`config.mk`:
```
export PLATFORM = sky130hd
export DESIGN_NAME = sfifo_prog
export DESIGN_NICKNAME = d
export VERILOG_FILES = /design/src/rtl/sfifo_pkg.sv /design/src/rtl/sfifo_ram.sv /design/src/rtl/sfifo_prog.sv
export SDC_FILE = /design/constraint.sdc
export NUM_CORES = 1
export LEC_CHECK = 0
export ABC_CLOCK_PERIOD_IN_PS = 3310
export CELL_PAD_IN_SITES_DETAIL_PLACEMENT = 1
export CELL_PAD_IN_SITES_GLOBAL_PLACEMENT = 2
export CORE_UTILIZATION = 43
export DETAILED_ROUTE_END_ITERATION = 12
export PLACE_DENSITY_LB_ADDON = 0.1
export SETUP_SLACK_MARGIN = 0.02
export SYNTH_ARGS = -nofsm -noshare
export SYNTH_HDL_FRONTEND = slang
export SYNTH_SLANG_ARGS = --single-unit
```
`constraint.sdc`:
```
create_clock -name clock -period 3.31 [get_ports clock]
set_input_delay 0.662 -clock clock [delete_from_list [all_inputs] [get_ports clock]]
set_output_delay 0.662 -clock clock [all_outputs]
set_load 0.05 [all_outputs]
```
`src/rtl/sfifo_pkg.sv`:
```
// rtl/sfifo_pkg.sv - shared width helpers for the programmable-threshold sync FIFO
package sfifo_pkg;

    function automatic int clog2(input int value);
        int result;
        int v;
        result = 0;
        v = value - 1;
        while (v > 0) begin
            result = result + 1;
            v = v >> 1;
        end
        return result;
    endfunction

    // Occupancy spans 0..DEPTH inclusive, hence DEPTH+1 states.
    function automatic int cnt_width(input int depth);
        return clog2(depth + 1);
    endfunction

    function automatic int ptr_width(input int depth);
        return (depth < 2) ? 1 : clog2(depth);
    endfunction

endpackage

```
`src/rtl/sfifo_ram.sv`:
```
// rtl/sfifo_ram.sv - DEPTH x WIDTH storage, one write port, one asynchronous read port
module sfifo_ram
    import sfifo_pkg::*;
#(
    parameter int   WIDTH  = 8,
    parameter int   DEPTH  = 15,
    localparam int  ADDR_W = ptr_width(DEPTH)
) (
    input  logic              clock,
    input  logic              wr_en,
    input  logic [ADDR_W-1:0] wr_addr,
    input  logic [WIDTH-1:0]  wr_data,
    input  logic [ADDR_W-1:0] rd_addr,
    output logic [WIDTH-1:0]  rd_data
);

    logic [WIDTH-1:0] mem_q [DEPTH];

    always_ff @(posedge clock) begin
        if (wr_en) begin
            mem_q[wr_addr] <= wr_data;
        end
    end

    assign rd_data = mem_q[rd_addr];

endmodule

```
`src/rtl/sfifo_prog.sv`:
```
// rtl/sfifo_prog.sv - synchronous FIFO with programmable almost flags, sticky errors and optional FWFT
module sfifo_prog
    import sfifo_pkg::*;
#(
    parameter int   WIDTH = 8,
    parameter int   DEPTH = 15,
    parameter int   FWFT  = 0,
    localparam int  CNT_W = cnt_width(DEPTH),
    localparam int  PTR_W = ptr_width(DEPTH)
) (
    input  logic             clock,
    input  logic             reset_n,
    input  logic             clr,
    input  logic [WIDTH-1:0] data_in,
    input  logic             write_n,
    input  logic             read_n,
    input  logic [CNT_W-1:0] af_thresh,
    input  logic [CNT_W-1:0] ae_thresh,
    output logic [WIDTH-1:0] data_out,
    output logic             full,
    output logic             empty,
    output logic             half,
    output logic             almost_full,
    output logic             almost_empty,
    output logic [CNT_W-1:0] count,
    output logic             overflow,
    output logic             underflow
);

    logic [PTR_W-1:0] wr_ptr_q, wr_ptr_d;
    logic [PTR_W-1:0] rd_ptr_q, rd_ptr_d;
    logic [CNT_W-1:0] count_q, count_d;
    logic             overflow_q, overflow_d;
    logic             underflow_q, underflow_d;
    logic [WIDTH-1:0] rd_word;
    logic             wr_req, rd_req;
    logic             wr_acc, rd_acc;

    assign wr_req = ~write_n;
    assign rd_req = ~read_n;

    // A write into a full FIFO is still legal when a read frees a slot this cycle.
    assign rd_acc = rd_req & ~clr & ~empty;
    assign wr_acc = wr_req & ~clr & (~full | rd_acc);

    assign empty        = (count_q == '0);
    assign full         = (count_q == CNT_W'(DEPTH));
    assign half         = (count_q >= CNT_W'((DEPTH + 1) / 2));
    assign almost_full  = (count_q >= af_thresh);
    assign almost_empty = (count_q <= ae_thresh);
    assign count        = count_q;
    assign overflow     = overflow_q;
    assign underflow    = underflow_q;

    always_comb begin
        wr_ptr_d    = wr_ptr_q;
        rd_ptr_d    = rd_ptr_q;
        count_d     = count_q;
        overflow_d  = overflow_q;
        underflow_d = underflow_q;

        if (clr) begin
            wr_ptr_d    = '0;
            rd_ptr_d    = '0;
            count_d     = '0;
            overflow_d  = 1'b0;
            underflow_d = 1'b0;
        end else begin
            if (wr_acc) begin
                wr_ptr_d = (wr_ptr_q == PTR_W'(DEPTH - 1)) ? '0 : wr_ptr_q + PTR_W'(1);
            end
            if (rd_acc) begin
                rd_ptr_d = (rd_ptr_q == PTR_W'(DEPTH - 1)) ? '0 : rd_ptr_q + PTR_W'(1);
            end
            if (wr_acc && !rd_acc) begin
                count_d = count_q + CNT_W'(1);
            end else if (rd_acc && !wr_acc) begin
                count_d = count_q - CNT_W'(1);
            end
            if (wr_req && !wr_acc) begin
                overflow_d = 1'b1;
            end
            if (rd_req && empty) begin
                underflow_d = 1'b1;
            end
        end
    end

    always_ff @(posedge clock or negedge reset_n) begin
        if (!reset_n) begin
            wr_ptr_q    <= '0;
            rd_ptr_q    <= '0;
            count_q     <= '0;
            overflow_q  <= 1'b0;
            underflow_q <= 1'b0;
        end else begin
            wr_ptr_q    <= wr_ptr_d;
            rd_ptr_q    <= rd_ptr_d;
            count_q     <= count_d;
            overflow_q  <= overflow_d;
            underflow_q <= underflow_d;
        end
    end

    sfifo_ram #(
        .WIDTH (WIDTH),
        .DEPTH (DEPTH)
    ) u_ram (
        .clock   (clock),
        .wr_en   (wr_acc),
        .wr_addr (wr_ptr_q),
        .wr_data (data_in),
        .rd_addr (rd_ptr_q),
        .rd_data (rd_word)
    );

    generate
        if (FWFT != 0) begin : g_fwft
            // Head word is the async RAM output; masked while empty so reset shows zero.
            assign data_out = empty ? '0 : rd_word;
        end else begin : g_reg
            logic [WIDTH-1:0] dout_q, dout_d;

            always_comb begin
                dout_d = dout_q;
                if (rd_acc) begin
                    dout_d = rd_word;
                end
            end

            always_ff @(posedge clock or negedge reset_n) begin
                if (!reset_n) begin
                    dout_q <= '0;
                end else begin
                    dout_q <= dout_d;
                end
            end

            assign data_out = dout_q;
        end
    endgenerate

endmodule

```
==> metrics.md, run 1 <==
| Metric | Value |
|---|---|
| First-pass GRT wire length | 20900 um |
| Layout cells sized above 1 | 19.1% |
| Synthesis-to-layout area growth | 21.2% |
| HPWL Detailed | 8880 um |
| CP arrival | 2.40 ns |
| Max Cap Violations | 0 |
| Fin Clk Skew | 0.00471 ns |
| Seq cells post-synth | ~140 |
| Most used cell along the critical path | o21a_1 |
| Util after Layout | a little over half |
| WL per Instance | 20.9 um |
| Static leakage | 2.52 nW |
| Slew HR | 57.5% |
| DRT antenna net count | 0 |
| Largest area contributor in the netlist | edfxtp_1 |
| Crit path max fanout | 2 |
| Hold WS | 0.503 ns |
| Syn Nets | 422 |
| CTS tree | built |
| Largest net degree at the start of global routing | 27 |
| Crit-path cells | clkdlybuf4s50_1 -> inv_1 -> ha_1 -> nor2b_1 -> o21a_1 -> o21a_1 -> o21ai_0 -> buf_12 |
| H-tree Lvls | 4 |
| Die width | approximately 120 um |
| Vias in the first global route | 3670 |
| Initial Utilization | between 40 and 50% |
| Total track usage | 20.3% |
| Critical Path RT | around 2.7 ns |
| Final std cells w/o fill | 638 |
| Post-synthesis cell type count | 45 |
| Total Wirelength | 13400 um |
| Crit path time final | approximately 3.1 ns |
| CP bufs+invs | 3 |
| Number of synthesized flops with an enable pin | 120 |
| Max Root-Sink Buffers | 2 |
| Vias per cell | 5.50 |
| Number of CTS-inserted buffers | 17 |
| Ports | 40 |
| Post-route setup TNS | 0 ns |
| P per Cell Area | 744 mW/mm^2 |
| Worst-margin pin slew | 0.638 ns |
| Syn Area/Cell | around 16 sq um |
| CTS hold repair buffers | 0 |
| CTS sink cnt | 142 |
| Hold path depth | 2 |
| Fill cell count | 1293 |
| Largest cells by area after synthesis | edfxtp_1, dfrtp_1, mux4_2 |
| Max-slew violations | 0 |
| Worst-case vdd ir drop | roughly 0.51 mV |
| DRC viols | 0 |
| Final nets | 482 |
| Top cell type's share of synthesized area | 59.8% |
| Post-CTS sizing | 0 |
| Clk slew on worst S/H paths | 0.05 ns |
| Top delay family on crit path | buffers and inverters |
| Pwr Total | 0.00544 W |
| Die height | 120 um |
| Final count of hold timing violations | 0 |
| Mapped Area | 0.00603 sq mm |
| Worst min path class | flop to flop |
| Post-Synthesis Cells | 388 |
| GRT overflow | 0 |
| CP Class | primary input to primary output |
| Max stage delay on crit path | around 0.45 ns |
| Synth warn | 0 |
| Post-synthesis sequential area ratio | 68.9% |
| FFs w/ async S/R, synth | roughly 15% |
| RSZ-0062 raised after global routing | false |
| Via Count | 3506 |
| Worst setup SP type | primary input |
| Setup bufs post-CTS | 0 |
| Die area | 0.0145 sq mm |
| Skew-Pair Late Insertion Delay | 0.42 ns |
| CP Capture Type | primary output |
| Final number of setup-violating endpoints | 0 |
| Row cnt | 42 |
| Levels on crit path | 8 |
| Root Buffer | clkbuf_16 |
| GP Congestion | 0.765 |
| Fin crit share | 92.4% |
| Critical-path top delay cell | clkdlybuf4s50_1 |
| Most used flip-flop cell after synthesis | edfxtp_1 |
| FF-to-FF path depth | 8 |
| Drt initial violations | between 150 and 200 |
| First-pass iteration count of the detailed router | 4 |
| # port buffers | 39 |
| Antenna violations before repair | 1 |
| Core area | ~0.013 sq mm |
| Status | completed |
| Placed insts | 605 |
| Max Clock Freq | 327 MHz |
## layout make-up
type / count / area, sq um / share of cell area, %
Inverter: 14 / 52.6 / 0.719
Sequential cell: 142 / 4160 / 56.9
Clock inverter: 14 / 141 / 1.93
Clock buffer: 18 / 429 / 5.87
Antenna cell: 1 / 2.50 / 0.0342
Tap cell: 176 / 220 / 3.01
Multi-Input combinational cell: 210 / 1720 / 23.5
Timing Repair Buffer: 63 / 591 / 8.08
## path summary, 6_finish.rpt
kind / start / to / slack, ns
max in group asynchronous: reset_n / rd_ptr_q[1] / 2.41
max: ae_thresh[1] / almost_empty / 0.25
max reg2reg: count[1] / count[3] / 0.65
min: underflow / underflow / 0.50
min in group asynchronous: reset_n / wr_ptr_q[2] / 0.62
min reg2reg: underflow / underflow / 0.50
## flip-flops by register name, summed over array words and instances (netlist names)
| register | count |
|---|---|
| wr_ptr_q | 4 |
| data_out | 8 |
| count | 4 |
| overflow | 1 |
| u_ram.mem_q | 120 |
| underflow | 1 |
| rd_ptr_q | 4 |
## worst min-delay path, cell delays in order, from the launching register on
cell and delay (ns):
dfrtp_1 0.35, a21oi_1 0.04, nor2_1 0.07
## stage by stage
step / setup slack (ns) / cell area (sq um)
6_report: 0.253 / 7310
5_1_grt: 0.174 / 7300
4_1_cts: 0.234 / 7300
3_5_place_dp: 0.243 / 6730
3_3_place_gp: 0.297 / 6730
2_1_floorplan: 0.0520 / 6030
## cell usage in the layout (no fill, tap or decap), types with 7 or more instances in the layout
cell and count:
dfrtp_1 21, inv_1 14, o21ai_0 11, a31oi_1 16, a21oi_1 12, mux4_2 18, clkdlybuf4s50_1 37, ha_1 12
buf_4 24, nand3b_1 7, mux2i_1 18, a22oi_1 7, nand2_1 17, nor3_1 7, nor2_1 28, clkbuf_16 17
edfxtp_1 120
## synthesized netlist by cell type, types with 4 or more instances
library cell,number
nand2_1,17
a21oi_1,12
nor2_1,28
ha_1,12
buf_2,6
nand3_1,6
mux4_2,18
mux2_2,6
inv_1,14
dfrtp_1,22
a31oi_1,16
o22ai_1,6
clkbuf_1,12
a21o_1,4
nand2b_1,6
mux2i_1,18
o21ai_0,11
nor2b_1,4
a22oi_1,7
edfxtp_1,120
nor3_1,7
nand3b_1,7
## kinds of logic (layout without fill, tap and decap cells)
family	after synthesis	count (layout)	share of synthesized area [%]
other	0	1	0
multiplexers	42	42	10.8
AND/OR/NAND/NOR	86	86	7.39
flip-flops	142	142	68.9
XOR/XNOR	2	2	0.291
buffers and inverters	36	109	2.62
AO/OA/AOI/OAI	67	67	7.12
adder cells (fa/ha/maj)	13	13	2.82
## power by group
part | total (W) | internal (W) | switching [W] | leakage (nW)
clock | 0.00183 | 0.00111 | 0.000722 | 0.274
combinational | 0.00143 | 0.000599 | 0.000835 | 0.884
sequential | 0.00217 | 0.00203 | 0.000143 | 1.36
## per-layer routing
metal | vias to the layer above | wire length (um) | track usage (%)
li1 | 1631 | - | -
met1 | 1800 | 6100 | 27.7
met2 | 60 | 6530 | 31.7
met3 | 15 | 527 | 5.05
met4 | 0 | 194 | 7.64
met5 | - | 0 | 0
Power figures use the tool's default switching activity.
==> run 2, diff against run 1 <==
ABC_CLOCK_PERIOD_IN_PS = 3400   (was 3310)
PLACE_DENSITY = 0.77   (was unset)
PLACE_DENSITY_LB_ADDON = unset   (was 0.1)
clock period = 3.4 ns   (was 3.31 ns; I/O delays follow)
==> metrics.md, run 2 (synthesis results as in run 1) <==
| Metric | Value |
|---|---|
| Crit path max fanout | 2 (unchanged) |
| Ports | 40 (unchanged) |
| Fill cell count | 1267 (was 1293) |
| Commonest cells after routing, fill and taps aside | edfxtp_1, clkdlybuf4s50_1, nor2_1, buf_4, dfrtp_1 (unchanged) |
| First-pass iteration count of the detailed router | 4 (unchanged) |
| Final count of hold timing violations | 0 (unchanged) |
| Dpl ws | 0.254 ns (was 0.243 ns) |
| Skew-Pair Late Insertion Delay | 0.42 ns (about the same) |
| Clk slew on worst S/H paths | 0.06 ns (was 0.05 ns) |
| CTS tree | built (unchanged) |
| Worst-case vdd ir drop | 0.418 mV (was 0.512 mV) |
| Multi-input logic area | 0.00172 sq mm (unchanged) |
| RSZ-0062 raised after global routing | false (unchanged) |
| Reg with most FFs | u_ram.mem_q (unchanged) |
| Antenna violations before repair | 0 (was 1) |
| Sequential Area | 0.00416 sq mm (unchanged) |
| Max-slew violations | 0 (unchanged) |
| First-pass GRT wire length | 21000 um (was 20900 um) |
| Fin crit share | between 90% and 100% |
| GP Congestion | 0.730 (was 0.765) |
| CP Class | primary input to primary output (unchanged) |
| Fin Clk Skew | 0.00744 ns (was 0.00471 ns) |
| P per Cell Area | 756 mW/mm^2 (was 744 mW/mm^2) |
| Vias in the first global route | 3750 (was 3670) |
| Die width | 120 um (unchanged) |
| Placed insts | 604 (was 605) |
| WL per Instance | 21.2 um (was 20.9 um) |
| Max reg flops | 120 (unchanged) |
| Vias per cell | 5.57 (was 5.50) |
| Pint | 0.00388 W (was 0.00374 W) |
| HPWL Detailed | 8750 um (was 8880 um) |
| Sequential share of power | 38.0% (was 40.0%) |
| Max stage delay on crit path | 0.47 ns (was 0.45 ns) |
| Worst min path class | flop to flop (unchanged) |
| Most used cell along the critical path | o21a_1 (unchanged) |
| DRT antenna net count | 0 (unchanged) |
| Total Wirelength | 13500 um (was 13400 um) |
| Via Count | 3545 (was 3506) |
| GRT overflow | 0 (unchanged) |
| Logic pwr share | 25.0% (was 26.4%) |
| Crit-path cells | clkdlybuf4s50_1 -> inv_1 -> ha_1 -> nor2b_1 -> o21a_1 -> o21a_1 -> o21ai_0 -> buf_12 (unchanged) |
| Die height | 120 um (unchanged) |
| Synthesis-to-layout area growth | 22.5% (was 21.2%) |
| Critical-path top delay cell | clkdlybuf4s50_1 (unchanged) |
| Static leakage | 2.56 nW (was 2.52 nW) |
| Drt initial violations | 224 (was 198) |
| Slew HR | 53.3% (was 57.5%) |
| CP Capture Type | primary output (unchanged) |
| Critical Path RT | 2.72 ns (was 2.65 ns) |
| DRC viols | 0 (unchanged) |
| Worst-margin pin slew | 0.700 ns (was 0.638 ns) |
| Sw frac | 30.5% (was 31.3%) |
| Setup bufs post-CTS | 0 (unchanged) |
| H-tree Lvls | 4 (unchanged) |
| Largest net degree at the start of global routing | 30 (was 27) |
| Total track usage | 20.3% (about the same) |
| Net Switching | 0.00170 W (about the same) |
| Max Clock Freq | 319 MHz |
| Core area | 0.0135 sq mm (unchanged) |
| Crit path time final | between 3 and 4 ns |
| Final number of setup-violating endpoints | 0 (unchanged) |
| Post-CTS sizing | 0 (unchanged) |
| Die area | 0.0145 sq mm (unchanged) |
| Post-route setup TNS | 0 ns (unchanged) |
| Most common cell after layout, fill and taps aside | edfxtp_1 (unchanged) |
| Status | completed (unchanged) |
| Root Buffer | clkbuf_16 (unchanged) |
| Layout cells sized above 1 | 19.1% (about the same) |
| Initial Utilization | 44.8% (unchanged) |
| Max Root-Sink Buffers | 2 (unchanged) |
| Final std cells w/o fill | 636 (was 638) |
| Row cnt | 42 (unchanged) |
| CTS sink cnt | 142 (unchanged) |
| Diode count | 0 (was 1) |
| Clock Power Share | 37.0% (was 33.6%) |
| Final nets | 481 (was 482) |
| CP arrival | 2.45 ns (was 2.40 ns) |
| Max Cap Violations | 0 (unchanged) |
| CTS hold repair buffers | 0 (unchanged) |
| Number of CTS-inserted buffers | 17 (unchanged) |
| Worst setup margin | 0.266 ns (was 0.253 ns) |
| # port buffers | 39 (unchanged) |
| Worst setup SP type | primary input (unchanged) |
-- run 2: power by group through the flow --
stage          logic, W  registers [W]  clock network (W)
2_1_floorplan  0.000765        0.00233                  0
3_3_place_gp    0.00137        0.00215                  0
3_5_place_dp    0.00140        0.00216                  0
4_1_cts         0.00141        0.00212            0.00209
5_1_grt         0.00150        0.00213            0.00215
6_report        0.00139        0.00212            0.00207
-- run 2: routing by layer --
metal	GRT usage, %	share of wire, %	up-vias	wire length [um]
met1	26.2	44	1805	5910
met3	5.05	5.0	21	679
met5	0	0	-	0
met4	8.02	2.0	0	269
li1	-	-	1622	-
met2	33.2	49	97	6630
-- run 2: path summary, 6_finish.rpt --
path	startpoint	to	slack, ns	depth (start not counted)
worst max-delay path	ae_thresh[1]	almost_empty	0.27	8
worst min-delay path	underflow	underflow	0.49	2
min in group asynchronous	reset_n	wr_ptr_q[0]	0.63	2
worst min register to register	underflow	underflow	0.49	2
max in group asynchronous	reset_n	rd_ptr_q[1]	2.49	2
worst max register to register	count[1]	count[3]	0.73	8
-- run 2: metrics by stage --
stage          hold slack [ns]  total power, W  utilization (%)  instance area [sq um]
6_report                 0.495         0.00558             54.9                   7380
5_1_grt                  0.533         0.00579             54.9                   7380
3_5_place_dp             0.487         0.00356             50.0                   6730
2_1_floorplan            0.384         0.00310                -                   6030
3_3_place_gp             0.479         0.00352             50.0                   6730
4_1_cts                  0.501         0.00563             54.9                   7380
-- run 2: layout make-up --
type                            instances  area share (%)
Clock buffer                           18            5.81
Clock inverter                         14            3.08
Inverter                               14           0.712
Multi-Input combinational cell        210            23.2
Sequential cell                       142            56.3
Tap cell                              176            2.98
Timing Repair Buffer                   62            7.90
-- run 2: worst max-delay path, delay by kind of cell --
kind	cells	cell delay (ns)
AO/OA/AOI/OAI	3	0.64
adder cells (fa/ha/maj)	1	0.30
buffers and inverters	3	0.71
AND/OR/NAND/NOR	1	0.13
